`src/rtl/led_pattern_gen.sv`:
```
// led_pattern_gen
// ---------------
// Multi-channel LED pattern generator. Each of NUM_CH channels runs one of
// OFF, ON, BLINK or BREATHE (triangle-ramped PWM). All channels advance on a
// shared prescaler tick, and a debounced pushbutton freezes or resumes every
// pattern. Channels are configured through a single-cycle write port.
//
// Ports
//   clk       sole clock
//   rst_n     asynchronous active-low reset
//   button    raw active-low pushbutton, asynchronous to clk
//   cfg_we    single-cycle write strobe
//   cfg_ch    target channel; values >= NUM_CH are ignored
//   cfg_sel   0: write mode (cfg_data[1:0]), 1: write interval (cfg_data)
//   cfg_data  write data
//   led       LED drive, active-high, registered
//   tick      prescaler pulse, one cycle every PRESCALE cycles, registered
//   frozen    freeze state, registered
module led_pattern_gen #(
  parameter int CLK_HZ    = 24_000_000,
  parameter int TICK_HZ   = 1_000,
  parameter int NUM_CH    = 3,
  parameter int PER_W     = 16,
  parameter int PWM_W     = 8,
  parameter int DEB_TICKS = 20,
  localparam int CH_W     = (NUM_CH > 1) ? $clog2(NUM_CH) : 1
) (
  input  logic              clk,
  input  logic              rst_n,
  input  logic              button,
  input  logic              cfg_we,
  input  logic [CH_W-1:0]   cfg_ch,
  input  logic              cfg_sel,
  input  logic [PER_W-1:0]  cfg_data,
  output logic [NUM_CH-1:0] led,
  output logic              tick,
  output logic              frozen
);

  // ---------------------------------------------------------------------------
  // Constants
  // ---------------------------------------------------------------------------
  localparam int PRESCALE = CLK_HZ / TICK_HZ;
  localparam int PCNT_W   = $clog2(PRESCALE);
  localparam int DEB_W    = $clog2(DEB_TICKS + 1);

  localparam logic [PCNT_W-1:0] PCNT_LAST = PCNT_W'(PRESCALE - 1);
  localparam logic [PCNT_W-1:0] PCNT_ONE  = PCNT_W'(1);
  localparam logic [DEB_W-1:0]  DEB_LAST  = DEB_W'(DEB_TICKS - 1);
  localparam logic [DEB_W-1:0]  DEB_ONE   = DEB_W'(1);
  localparam logic [PER_W-1:0]  PER_ONE   = PER_W'(1);
  localparam logic [PER_W-1:0]  RST_INTV  = PER_W'(TICK_HZ / 2);
  localparam logic [PWM_W-1:0]  LEV_ONE   = PWM_W'(1);
  localparam logic [PWM_W-1:0]  LEV_PEAK  = {PWM_W{1'b1}};

  typedef enum logic [1:0] {
    MODE_OFF     = 2'd0,
    MODE_ON      = 2'd1,
    MODE_BLINK   = 2'd2,
    MODE_BREATHE = 2'd3
  } mode_e;

  typedef struct packed {
    mode_e             mode;
    logic [PER_W-1:0]  intv;   // step interval, in ticks
    logic [PER_W-1:0]  ctr;    // ticks since the last step
    logic              phase;  // BLINK output level
    logic [PWM_W-1:0]  lev;    // BREATHE brightness
    logic              dir;    // BREATHE ramp direction, 1 = falling
  } ch_t;

  localparam ch_t CH_RST = '{
    mode:  MODE_BLINK,
    intv:  RST_INTV,
    ctr:   '0,
    phase: 1'b0,
    lev:   '0,
    dir:   1'b0
  };

  // Last ctr value before a step: max(intv,1) - 1. A zero interval behaves
  // like an interval of one.
  function automatic logic [PER_W-1:0] last_count(input logic [PER_W-1:0] intv);
    return (intv == '0) ? '0 : intv - PER_ONE;
  endfunction

  // ---------------------------------------------------------------------------
  // Prescaler
  // ---------------------------------------------------------------------------
  logic [PCNT_W-1:0] pcnt_q;
  logic [PCNT_W-1:0] pcnt_d;

  always_comb begin
    pcnt_d = (pcnt_q == PCNT_LAST) ? '0 : pcnt_q + PCNT_ONE;
  end

  // tick is registered from the next count, so it is high exactly while
  // pcnt_q == PRESCALE-1.
  // NOTE: sequential state uses non-blocking assignments so every flop
  // samples pre-edge values regardless of process evaluation order.
  always_ff @(posedge clk or negedge rst_n) begin
    if (!rst_n) begin
      pcnt_q <= '0;
      tick   <= 1'b0;
    end else begin
      pcnt_q <= pcnt_d;
      tick   <= (pcnt_d == PCNT_LAST);
    end
  end

  // ---------------------------------------------------------------------------
  // Button synchroniser, debounce and freeze toggle
  // ---------------------------------------------------------------------------
  logic [1:0]       sync_q;
  logic             btn_sync;
  logic             deb_level_q;
  logic             deb_level_d;
  logic [DEB_W-1:0] deb_cnt_q;
  logic [DEB_W-1:0] deb_cnt_d;
  logic             press;

  assign btn_sync = sync_q[1];

  // The counter clears on any cycle where the synchronised input agrees with
  // the accepted level, so only an unbroken disagreement spanning DEB_TICKS
  // ticks is accepted.
  // NOTE: every combinational output gets a default first; a path that left
  // one unassigned would infer a latch.
  always_comb begin
    deb_cnt_d   = deb_cnt_q;
    deb_level_d = deb_level_q;
    press       = 1'b0;
    if (btn_sync == deb_level_q) begin
      deb_cnt_d = '0;
    end else if (tick) begin
      if (deb_cnt_q == DEB_LAST) begin
        deb_cnt_d   = '0;
        deb_level_d = btn_sync;
        press       = ~btn_sync;  // accepted 1->0 edge only
      end else begin
        deb_cnt_d = deb_cnt_q + DEB_ONE;
      end
    end
  end

  always_ff @(posedge clk or negedge rst_n) begin
    if (!rst_n) begin
      sync_q      <= 2'b11;  // released
      deb_level_q <= 1'b1;
      deb_cnt_q   <= '0;
      frozen      <= 1'b0;
    end else begin
      sync_q      <= {sync_q[0], button};
      deb_level_q <= deb_level_d;
      deb_cnt_q   <= deb_cnt_d;
      frozen      <= frozen ^ press;
    end
  end

  // ---------------------------------------------------------------------------
  // Shared PWM counter (never freezes, so a frozen BREATHE level holds steady)
  // ---------------------------------------------------------------------------
  logic [PWM_W-1:0] pwm_q;

  always_ff @(posedge clk or negedge rst_n) begin
    if (!rst_n) begin
      pwm_q <= '0;
    end else begin
      pwm_q <= pwm_q + LEV_ONE;
    end
  end

  // ---------------------------------------------------------------------------
  // Channel state
  // ---------------------------------------------------------------------------
  ch_t ch_q [NUM_CH];
  ch_t ch_d [NUM_CH];

  // The tick advance is computed first and a write then overrides it: a mode
  // write discards the same-cycle advance, an interval write replaces only
  // intv so the advance was judged against the old interval.
  always_comb begin
    for (int i = 0; i < NUM_CH; i++) begin
      ch_d[i] = ch_q[i];

      if (tick && !frozen) begin
        // >= rather than == so an interval shrunk below ctr wraps next tick.
        if (ch_q[i].ctr >= last_count(ch_q[i].intv)) begin
          ch_d[i].ctr = '0;
          case (ch_q[i].mode)
            MODE_BLINK: begin
              ch_d[i].phase = ~ch_q[i].phase;
            end
            MODE_BREATHE: begin
              if (!ch_q[i].dir) begin
                ch_d[i].lev = ch_q[i].lev + LEV_ONE;
                if (ch_q[i].lev == LEV_PEAK - LEV_ONE) ch_d[i].dir = 1'b1;
              end else begin
                ch_d[i].lev = ch_q[i].lev - LEV_ONE;
                if (ch_q[i].lev == LEV_ONE) ch_d[i].dir = 1'b0;
              end
            end
            default: ;
          endcase
        end else begin
          ch_d[i].ctr = ch_q[i].ctr + PER_ONE;
        end
      end

      // Out-of-range channel numbers never match any i and are dropped.
      if (cfg_we && (int'(cfg_ch) == i)) begin
        if (!cfg_sel) begin
          ch_d[i].mode  = mode_e'(cfg_data[1:0]);
          ch_d[i].ctr   = '0;
          ch_d[i].phase = 1'b0;
          ch_d[i].lev   = '0;
          ch_d[i].dir   = 1'b0;
        end else begin
          ch_d[i].intv  = cfg_data;
        end
      end
    end
  end

  // NOTE: the channel array is a handful of flops, not a RAM, so resetting
  // every entry is legal and required for a defined power-up pattern.
  always_ff @(posedge clk or negedge rst_n) begin
    if (!rst_n) begin
      for (int i = 0; i < NUM_CH; i++) ch_q[i] <= CH_RST;
    end else begin
      for (int i = 0; i < NUM_CH; i++) ch_q[i] <= ch_d[i];
    end
  end

  // ---------------------------------------------------------------------------
  // LED output
  // ---------------------------------------------------------------------------
  logic [NUM_CH-1:0] led_d;

  always_comb begin
    for (int i = 0; i < NUM_CH; i++) begin
      led_d[i] = 1'b0;
      case (ch_q[i].mode)
        MODE_OFF:     led_d[i] = 1'b0;
        MODE_ON:      led_d[i] = 1'b1;
        MODE_BLINK:   led_d[i] = ch_q[i].phase;
        MODE_BREATHE: led_d[i] = (pwm_q < ch_q[i].lev);
        default:      led_d[i] = 1'b0;
      endcase
    end
  end

  always_ff @(posedge clk or negedge rst_n) begin
    if (!rst_n) begin
      led <= '0;
    end else begin
      led <= led_d;
    end
  end

endmodule

```
`config.mk`:
```
export PLATFORM = sky130hd
export DESIGN_NAME = led_pattern_gen
export DESIGN_NICKNAME = d
export VERILOG_FILES = /design/src/rtl/led_pattern_gen.sv
export SDC_FILE = /design/constraint.sdc
export NUM_CORES = 1
export LEC_CHECK = 0
export ABC_AREA = 0
export BUFFER_PORTS_ARGS = -buffer_cell sky130_fd_sc_hd__buf_2
export CAP_MARGIN = 40
export CORE_MARGIN = 3
export CORE_UTILIZATION = 40
export DETAILED_ROUTE_END_ITERATION = 7
export PLACE_DENSITY = 0.54
export SLEW_MARGIN = 20
export SYNTH_ARGS = -nofsm -noshare
export SYNTH_HDL_FRONTEND = slang
export SYNTH_SLANG_ARGS = --single-unit
```
`constraint.sdc`:
```
create_clock -name clk -period 7.3 [get_ports clk]
set_input_delay 1.095 -clock clk [delete_from_list [all_inputs] [get_ports clk]]
set_output_delay 1.095 -clock clk [all_outputs]
set_load 0.02 [all_outputs]
```
== Word level (Yosys, flattened, before mapping) ==
Index checks and enable logic that the tools add are counted.
Storage, ports and cells
  flip-flop bits (word level): 168
  bits of input ports: 23
Operators by class
  multiplexer cells: 43
  order comparisons: 6
  eq/ne operators: 21
  bitwise gates (word level): 7
  add/subtract/negate cells: 15
  reductions and logical operators: 20
Operator list (number)
  $mux W26: 9
  $mux W16: 6
  $mux W9: 6
  $add A16 B1 Y16 const B: 3
  $ge A16 B16 Y1: 3
  $logic_not A16 Y1: 3
  $sub A16 B1 Y16 const B: 3
  $add A8 B1 Y8 const B: 4
  $eq A15 B15 Y1 const B: 2
  $mux W10: 3
  $eq A8 B1 Y1 const B: 3
  $eq A8 B8 Y1 const B: 3
  $lt A8 B8 Y1: 3
  $sub A8 B1 Y8 const B: 3
  $eq A2 B2 Y1 const B: 8
  $add A15 B1 Y15 const B: 1
  $mux W15: 1
  $mux W5: 3
  $mux W1: 12
  $pmux W1 S4: 3
  $reduce_and A2 Y1: 6
  $logic_not A2 Y1: 4
  $eq A2 B1 Y1 const B: 3
  $not A1 Y1: 6
  8 further kinds: 11

== Longest topological paths before layout ==
Gate-level depths: netlist of the first run.
  depth in word-level cells: 8
  depth in mapped cells: 17

== Worst setup path after synthesis of the first run ==
No wires, ideal clock.
  path type: register -> register
  start: reg, netlist name ch_q[79]
  end: reg, netlist name ch_q[45]
  path buffers: 2
  period minus slack after synthesis: 4193 ps
  arrival: 4115 ps
  library setup time: 78 ps
  stages on the path, launching flop included: 15
  path slack: 3107 ps
  cell sequence: dfrtp_1 -> or4_4 -> or3_4 -> or4_4 -> or3_4 -> and2_1 -> ha_1 -> nand2b_1 -> a21o_1 -> a211o_1 -> a311oi_1 -> clkbuf_1 -> clkbuf_1 -> o21ai_0 -> a21oi_1

==> results.txt, run 1 <==
- Count of pins over their slew limit: 0
* Time the final worst path needs with I/O delays and setup: 4.72 ns
- In this run the worst hold path is classified as reg2reg.
* Cell Rows: 58
- STA puts the critical path data required time at 7.66 ns.
* Via count of the routed design: 7,787
- Overall fraction of global-route tracks in use: 0.165
* Hold buffers post-CTS: 0
* Transition time of the tightest slew-check pin: 0.827 ns
- In this run the clock root is driven by a clkbuf_16.
- Post-synthesis share of cell area spent on xor and xnor gates: 0.0849
- Count of instances resized after the clock tree is built: 0
- The share of synthesized area in the top cell type comes to 0.343.
* Count of flip-flops with a built-in enable after synthesis: 0
- Count of boundary I/O pins: 28
- Of the cells placed in the final design, the portion with a size suffix greater than 1 is 0.139.
* HPWL after DPL: 16.8 mm
- TNS Setup: 0 ns
- The number of antenna violations at the first check in global routing is 0.
- Dividing total power by cell area gives a power density of 213 nW/um^2.
- From left edge to right edge, the die measures 168 um.
- Leak pwr: 0.00524 uW
- Of the total synthesized cell area, the portion taken by AND, OR, NAND and NOR gates is 0.212.
- Leaving out fill and tap cells, the most frequent cell in the layout is dfrtp_1.
* Number of vias per cell: 5.26
- Of the total synthesized cell area, the portion taken by full adders, half adders and majority gates is 0.114.
* Fraction of the mapped netlist area in compound gates: 0.0966
* Worst path arrival time: 5.08 ns
* Insertion delay to the later sink of the worst-skew pair: 0.44 ns
* Startpoint kind of the worst setup timing path: flop
- Max Clk Rate: 212 MHz
- Drt initial violations: 399
- The largest total area in the synthesized netlist belongs to dfrtp_1.
- After synthesis, the largest family of logic cells by area is simple AND/OR/NAND/NOR gates.
* DRC viols: 0
* Clock-pin slew on the worst setup and hold paths: 0.08 ns
* Chip height: 168 um
* Area of all placed cells without fillers: 11,700 sq um
* Filler Cells Inserted: 2,482
- In this run the number of H-tree levels came out at 4.
* Count of clock tree sinks: 168
- # nets final: 1,257
- Dividing the final minimum period by the clock period gives 0.646.
- The total area inside the core boundary comes to 25,500 sq um.
- In the final routed layout, each cell accounts on average for 15.3 um.
* Area contributors post-synth: dfrtp_1 34%, ha_1 11%, dfstp_2 6.0%
- The number of different library cells used by synthesis comes to 62.
- In this run the post-CTS setup repair buffer count came out at 0.
- Buffers added on ports: 27
* CTS buffer count: 17
- Number of global-route vias before repair: 7,629
* Post-Synthesis Cells: 1,112
- Setup repair after global routing left no endpoint under its margin.
- When the netlist entered floorplanning its net count stood at 1,231.
- In this run the cell area measured after placement is 11,100 sq um.
- Mean area per synthesized cell: 9.46 sq um
* Detailed-router iteration count before antenna repair: 5
* Total count of hold-check failures in the final report: 0
- Share of synthesized area spent on multiplexers: 0.0617
- For this run the aggregate overflow at the end of global routing stands at 0.
- Final antenna diode count: 0
* Max clock buf depth: 2
- Counting flops with an async set or reset pin after synthesis yields a share of 1.00.
- The first global-routing pass estimated 38.5 mm of wire.
* Area added between synthesis and finish: 11.5%
- For this run, the register share of the synthesized area comes to 0.403.
- Cell area after synthesis: 10,500 sq um
- The worst pin sits at a relative slew slack of 0.448.
- After synthesis the netlist holds a flip-flop and latch count of 168.
* Maximum vdd drop: 0.000142 V
- Post-route clock skew: 0.0165 ns
* CTS tree: yes
* Peak fanout along the critical path: 21
* Number of failing setup endpoints in the final timing report: 0
* Synth Warn #: 0
* Category of the most critical setup path: reg2reg
* Die Footprint: 28,300 sq um
- Entering global routing, the biggest net connects 74 pins.
- Antenna-violating nets left: 0
- Drt total wl: 22.6 mm
* Max-cap violations: 0
* Nature of the critical path endpoint: flop
* Last weighted congestion value of the routability-driven placer: 0.821
* Initial core utilization: 0.412
- Outcome: complete, no violations
* Highest-count cells in the layout ignoring fill and taps: 144 x dfrtp_1, 127 x nand2_1, 110 x nor2_1
- Top_reg_cell synth: dfrtp_1
==> metrics by stage <==
stage	hold WS, ns	total power [uW]	util	instances	setup slack [ns]
after global placement	0.346	1550	0.430	1441	2.12
final	0.360	2500	0.459	1481	2.58
after global routing	0.368	2650	0.459	1481	2.27
after detailed placement	0.349	1570	0.435	1449	2.56
after CTS	0.361	2540	0.459	1481	2.55
after floorplan	0.345	1430	-	1112	3.11
==> critical path, stage by stage (launching register included) <==
cell and delay [ns]:
dfrtp_1 0.40, or4_4 0.55, or3_4 0.36, or4_4 0.42
or3_4 0.41, and2_1 0.19, ha_1 0.26, nand2b_1 0.14
a21o_1 0.17, a211o_1 0.32, a311oi_4 0.73, o21ai_1 0.33
buf_4 0.27, a21oi_1 0.11
==> Yosys cell counts (21+ instances only) <==
master,number
xnor2_1,43
dfstp_2,24
dfrtp_1,144
xor2_1,59
nor4_1,21
clkbuf_1,30
nand2_1,127
nor2_1,110
o21ai_0,37
mux2_2,47
inv_1,44
ha_1,96
nor3_1,30
nand3_1,40
a21oi_1,55
==> cells by family (layout without fill, tap and decap cells) <==
logic type / count (synthesis) / in the layout
AOI/OAI and AO/OA: 164 / 164
muxes: 59 / 59
adders and majority gates: 96 / 96
and+or+nand+nor: 447 / 447
xor gates and xnor gates: 102 / 102
buffers and inverters: 76 / 115
DFF: 168 / 168
==> where the power goes <==
group / leakage (uW) / switching (uW) / total (uW) / internal, uW
Combinational: 0.00277 / 218 / 419 / 202
Clock: 0.000306 / 454 / 955 / 500
Sequential: 0.00216 / 96.6 / 1120 / 1030
==> metal layers <==
layer	track usage	wire length (um)	vias to the layer above	share of wire
met5	0	0	-	0
met2	0.266	10400	68	0.46
met4	0.0416	289	0	0.013
li1	-	-	3994	-
met3	0.0293	467	14	0.021
met1	0.232	11400	3711	0.50
==> sequential cells by signal, summed over array words and instances (netlist names) <==
| signal | cells |
|---|---|
| ch_q | 132 |
| pcnt_q | 15 |
| pwm_q | 8 |
| deb_cnt_q | 5 |
| led | 3 |
| sync_q | 2 |
| deb_level_q | 1 |
| frozen | 1 |
| tick | 1 |
==> path summary, 6_finish.rpt <==
path | start | endpoint | slack (ns) | cells after the start
max | ch_q[79] | ch_q[55] | 2.58 | 13
min | sync_q[0] | sync_q[1] | 0.36 | 0
max reg2reg | ch_q[79] | ch_q[55] | 2.58 | 13
min reg2reg | sync_q[0] | sync_q[1] | 0.36 | 0
max in group asynchronous | rst_n | ch_q[76] | 5.81 | 3
min in group asynchronous | rst_n | pwm_q[3] | 0.52 | 1
==> cell type report <==
type / count / area, sq um / area share
flip-flops and latches: 168 / 4230 / 0.361
clock inverters: 15 / 198 / 0.0169
clock buffers: 17 / 425 / 0.0363
multi-input cells: 868 / 6010 / 0.513
repair buffers: 39 / 279 / 0.0238
inverters: 44 / 165 / 0.0141
well taps: 330 / 413 / 0.0352
(Power assumes the default switching activity.)
==> run 2: changes to the inputs <==
ABC_AREA = 1   (was 0)
PLACE_DENSITY = 0.56   (was 0.54)
clock period = 4.03 ns   (was 7.3 ns; I/O delays follow)
==> results.txt, run 2 <==
* Outcome: complete, no violations
* Worst path arrival time: 3.86 ns
- Count of pins over their slew limit: 0
- Buffers added on ports: 27
- Of the cells placed in the final design, the portion with a size suffix greater than 1 is 0.0860.
- Transition time of the tightest slew-check pin: 0.706 ns
- Last weighted congestion value of the routability-driven placer: 0.850
* Sum of overflow across all layers after global routing: 0
- Count of clock tree sinks: 168
- The die covers 30,000 sq um.
* Largest net degree at the start of global routing: 79
* Time the final worst path needs with I/O delays and setup: 3.52 ns
* Final critical-path share of the clock period: 0.872
* Worst EP required: 4.38 ns
- Compared with the post-synthesis result, the final layout area differs by 10.6%.
- After clock tree synthesis, the flow added hold-fix buffers numbering 0.
- Drt initial violations: 657
* Count of boundary I/O pins: 28
- TNS Setup: 0 ns
- Summed over all cells, the static leakage comes to 0.00618 uW.
* Cell types with the highest counts after synthesis: 341 x nand2_1, 206 x nor2_1, 182 x inv_1
- In this run the critical register-to-register path is captured at ch_q[111].
* Biggest register: ch_q
* Detailed-router iteration count before antenna repair: 5
* # nets final: 1,664
- The largest single stage delay on the critical path is 0.39 ns.
- Worst-path cell with the longest stage delay: dfrtp_1
- Clock-pin slew was measured on the worst setup and hold paths at 0.08 ns.
- The number of nets in the synthesized netlist is 1,636.
- Cell area after synthesis: 11,200 sq um
- Cell Rows: 60
* Critical path, cell by cell: nor2_1 -> inv_1 -> nor2_1 -> nand2_1 -> nor3_1 -> nand2_1 -> nor2_1 -> xor2_1 -> nand2_1 -> ha_1 -> nand2_1 -> o21bai_1 -> a21oi_1 -> nor2_1 -> nand2_2 -> nand2_1 -> nand2_1 -> nor3_1
- Summed over all instances, the cell type with the most area after synthesis is dfrtp_1.
- Of the post-synthesis cell area, the dominant cell type holds 0.322.
* R2R setup slack: 0.51 ns
- Area contributors post-synth: dfrtp_1 32%, nand2_1 11%, ha_1 11%
* Post-route clock skew: 0.0174 ns
- Setup violations remaining at the end of the flow were counted as 0.
- Number of global-route vias before repair: 8,878
- Met3 usage in global routing: 0.0283
* Register area share after synthesis: 0.378
- The first global-routing pass estimated 43.7 mm of wire.
- Proportion of synthesized flip-flops having asynchronous set or reset: 1.00
- Number of flip-flops in the largest register: 132
- Leading cell type in the layout, fill and taps excluded: nand2_1
* Max clock buf depth: 2
- The final hold violation count was 0.
- Max-cap violations in this run came to 0.
- Among all cell types in the netlist, the one instantiated most often is nand2_1.
- The synthesized design contains 0 enable-type register cells.
- Number of synthesized register bits: 168
* Peak fanout along the critical path: 18
- Chip height: 173 um
* Startpoint kind of the worst setup timing path: flop
* Drt total wl: 26.0 mm
- For this run, global-route usage on met2 was measured as 0.284.
- Nature of the critical path endpoint: flop
* Mean area per synthesized cell: 7.38 sq um
- Static timing analysis puts the maximum clock frequency at 284 MHz.
- The number of setup buffers added after CTS is 0.
- Highest-count cells in the layout ignoring fill and taps: 340 x nand2_1, 206 x nor2_1, 182 x inv_1
* H-Tree Depth: 4
* Insertion delay to the later sink of the worst-skew pair: 0.44 ns
- Dividing the detail-routed wire length by the instance count gives 13.5 um.
- TritonCTS built the clock tree.
- Largest registers: ch_q (132), pcnt_q (15), pwm_q (8)
- Startpoint of the most critical register-to-register path: ch_q[115]
- DRC viols: 0
* CTS buffer count: 17
* Overall fraction of global-route tracks in use: 0.174
- Counting both buffers and inverters, the worst setup path holds a total of 1.
- The Yosys step of the flow raised 0 warnings.
* Final antenna diode count: 0
* Category of the most critical setup path: reg2reg
- For this run, global-route usage on met1 was measured as 0.245.
- In this run the remaining antenna-violating nets after routing total 0.
- Max_slew headroom: 0.525
* Cell variety after synth: 40
- Counting cells, the worst reg-to-reg path comes to 18.
- Cell class contributing the biggest share of worst-path delay: simple AND/OR/NAND/NOR gates
- Via count of the routed design: 9,501
- Number of vias per cell: 4.92
- Hold Crit Class: in2async
* Antenna violations before repair: 0
- VDD sags by at most 0.000271 V.
- Unrepaired setup endpoints after global routing: false
* Cell area power density: 356 nW/um^2
- Post-Synthesis Cells: 1,517
- Top_reg_cell synth: dfrtp_1
- For this configuration, the core starts out at a cell density of 0.411.
- Measured along the x axis, the die boundary spans 173 um.
- Std-Cell Core Area: 27,300 sq um
- Clock root cell: clkbuf_16
- After legalization and detailed placement, the total HPWL measured 19.8 mm.
- The cell that appears most often on the critical path is nand2_1.
* Global routing's busiest layer: met2
- Worst Hold Margin: 0.0262 ns
## run 2: metrics by stage
stage	total power (uW)	utilization	std cells	worst slack (ns)	area (sq um)
floorplan	2550	-	1517	1.26	11200
global placement	2780	0.431	1894	0.530	11700
detailed placement	2800	0.433	1898	0.476	11800
CTS	4470	0.454	1930	0.457	12400
global route	4700	0.454	1930	0.0394	12400
finish	4410	0.454	1930	0.515	12400
## run 2: timing repair
action,in CTS,in global routing
resized for setup,0,1
setup endpoints to repair,0,13
endpoints found under the hold margin,0,0
## run 2: kinds of logic after synthesis
logic type,count (synthesis),synth area share
buffers and inverters,211,0.0722
DFF,168,0.378
xor gates and xnor gates,44,0.0344
AOI/OAI and AO/OA,197,0.0938
and+or+nand+nor,801,0.314
adders and majority gates,96,0.107
## run 2: cell type report
cell class                      instances  area, sq um
Inverter                              184          691
Clock buffer                           18          439
Clock inverter                         14          139
Sequential cell                       168         4230
Multi-Input combinational cell       1138         6160
Timing Repair Buffer                   36          256
Fill cell                            2762        14900
Tap cell                              372          465
## run 2: where the power goes
group / internal [uW] / leakage [uW] / switching [uW]
clock network: 885 / 0.000282 / 769
registers: 1830 / 0.00219 / 136
logic: 319 / 0.00371 / 477
total: 3030 / 0.00618 / 1380
## run 2: worst max path at each step
stage                    from   endpoint  slack, ns  depth (start not counted)
CTS                  ch_q[26]   ch_q[21]       0.46                         16
finish              ch_q[115]  ch_q[111]       0.51                         18
detailed placement   ch_q[26]   ch_q[21]       0.48                         16
global placement     ch_q[26]   ch_q[25]       0.53                         16
floorplan           ch_q[115]  ch_q[108]       1.26                         19
global route        ch_q[115]  ch_q[111]       0.04                         18
## run 2: routing by layer
layer	routed length, um	vias to the layer above
li1	-	5022
met1	13200	4387
met2	11900	75
met3	527	17
met4	285	0
met5	0	-
## run 2: worst reg2reg max path: stages (launching register included)
cell and delay, ns:
dfrtp_1 0.39, nor2_1 0.11, inv_1 0.06, nor2_1 0.10, nand2_1 0.07, nor3_1 0.37
nand2_1 0.14, nor2_1 0.23, xor2_1 0.17, nand2_1 0.07, ha_1 0.31, nand2_1 0.07
o21bai_1 0.10, a21oi_1 0.07, nor2_1 0.18, nand2_2 0.26, nand2_1 0.16, nand2_1 0.33
nor3_1 0.26
==> run 3: changes to the inputs <==
ABC_AREA = not set   (was 1)
==> results.txt, run 3 (synthesis results as in run 1) <==
- OpenSTA, run right after detailed placement, puts the worst setup slack at -0.0693 ns.
- The finished cells cover 12,200 sq um.
- Category of the most critical setup path: reg2reg
* Buffers added on ports: 27
* Peak fanout along the critical path: 7
- H-Tree Depth: 4
* Startpoint kind of the worst setup timing path: flop
- The worst register-to-register path ends at ch_q[49].
- The cell sitting at the root of the clock tree is a clkbuf_16.
- In this run the cell area measured after placement is 11,200 sq um.
- Setup repair after global routing could not meet its margin everywhere.
- Cell area power density: 369 nW/um^2
* Sum of overflow across all layers after global routing: 0
- Leading cell type in the layout, fill and taps excluded: dfrtp_1
- Following the worst setup path forward leads to its endpoint at ch_q[49].
* Biggest register: ch_q
- Total count of hold-check failures in the final report: 0
* Routed length on met1: 11.7 mm
- Using the TritonRoute via totals, the vias-per-cell ratio works out to 5.28.
- Worst EP required: 4.30 ns
- The design draws 4510 uW.
* Overall fraction of global-route tracks in use: 0.168
* Area added between synthesis and finish: 16.3%
* Total length of routed met3 wires: 496 um
* Hold Crit Class: in2async
- Cell Rows: 58
* Std-Cell Core Area: 25,500 sq um
- Entering global routing, the biggest net connects 65 pins.
* Drt total wl: 23.4 mm
- Pin placement for this block handled 28 I/O pins.
- The worst register-to-register path has a depth of 14.
- The count of final max-slew check failures was 0.
- Max clock buf depth: 2
- The pre-antenna-repair detailed-routing pass consisted of 5 iterations.
- The library cells used most frequently in the layout, excluding fill and tap cells, are 144 x dfrtp_1, 126 x nand2_1, 101 x nor2_1.
- The critical path starts at ch_q[79].
- Worst Hold Margin: 0.0336 ns
* Leak pwr: 0.00539 uW
- HPWL after DPL: 17.0 mm
- Insertion delay to the later sink of the worst-skew pair: 0.43 ns
- For the pin with the worst max-slew slack, the measured transition is 1.00 ns.
- Startpoint of the most critical register-to-register path: ch_q[79]
- The die covers 28,300 sq um.
- In this run, CTS created clock tree buffers numbering 17.
- Antenna-violating nets left: 0
- Across the run, the number of max-cap violations was 0.
- Final antenna diode count: 0
* Outcome: complete, no violations
* Met2 wire length: 11.0 mm
- For this run, the top clock speed supported by timing is 249 MHz.
- STA classifies the critical path endpoint as a flop.
* Last weighted congestion value of the routability-driven placer: 0.796
- Share of final-layout standard cells stronger than drive strength 1: 0.193
* Top routing layer used: met4
* DRC viols: 0
- The number of antenna violations at the first check in global routing came to 0.
- The via count of the first global-routing pass was 7,639.
* Clock-pin slew on the worst setup and hold paths: 0.07 ns
- In the final layout, the registers with the most flip-flops are ch_q (132), pcnt_q (15), pwm_q (8).
- Initial core utilization: 0.412
* Time the final worst path needs with I/O delays and setup: 4.01 ns
* Layout Utilization: 0.479
* Via count of the routed design: 7,962
* Drt initial violations: 479
* Detail-routed net length per standard cell: 15.5 um
* First-pass GRT wire length: 39.0 mm
- Count of clock tree sinks: 168
* Number of flip-flops in the largest register: 132
* Number of failing setup endpoints in the final timing report: 0
* Die W: 168 um
* Final critical-path share of the clock period: 0.995
* Max_slew headroom: 0.331
* Hold buffers post-CTS: 0
- For flop-to-flop paths, the worst setup slack is 0.02 ns.
- Final WS setup: 0.0204 ns
* Post-route clock skew: 0.0126 ns
- Chip height: 168 um
- Worst path arrival time: 4.28 ns
- Maximum vdd drop: 0.000289 V
* # nets final: 1,283
* CTS tree: yes
==> run 3: report_power, final <==
part / internal [uW] / total (uW) / switching (uW)
clock network: 882 / 1640 / 754
logic: 415 / 843 / 428
registers: 1860 / 2030 / 170
==> run 3: routing by layer <==
| metal | up-vias | global-route usage |
|---|---|---|
| met5 | - | 0 |
| met4 | 0 | 0.0377 |
| met3 | 14 | 0.0272 |
| met2 | 64 | 0.266 |
| met1 | 3837 | 0.243 |
| li1 | 4047 | - |
==> run 3: final cells by class <==
type / instances / area (sq um)
fillers: 2364 / 13300
multi-input cells: 868 / 6270
flip-flops and latches: 168 / 4230
repair buffers: 65 / 569
clock buffers: 18 / 439
well taps: 330 / 413
inverters: 44 / 165
clock inverters: 14 / 138
==> run 3: how the worst min path moves through the flow <==
| stage | endpoint | slack, ns | cells after the start |
|---|---|---|---|
| finish | ch_q[45] | 0.03 | 1 |
| global route | ch_q[46] | 0.04 | 1 |
| CTS | ch_q[45] | 0.03 | 1 |
| detailed placement | sync_q[1] | 0.35 | 0 |
| global placement | sync_q[1] | 0.35 | 0 |
| floorplan | ch_q[0] | 0.31 | 0 |
==> run 3: what timing repair did <==
item,CTS,global route
endpoints found under the setup margin,29,52
pin swaps,1,30
gates resized for setup,7,61
gates cloned,0,4
buffers inserted,0,1
==> run 3: critical path, stage by stage (launching register included) <==
cell and delay (ns):
dfrtp_1 0.38, or4_4 0.54, or3_4 0.36, or4_4 0.43, or3_4 0.39, and2_4 0.18, ha_4 0.20, nand2b_4 0.13
a21o_1 0.17, a211o_1 0.30, a311oi_2 0.25, buf_6 0.20, clkbuf_16 0.16, or3_1 0.12, a21oi_2 0.05
==> run 3: metrics by stage <==
stage	TNS [ns]	std cells
floorplan	0	1112
global placement	-0.369	1466
detailed placement	-1.16	1468
CTS	0	1500
global route	-3.06	1507
finish	0	1507
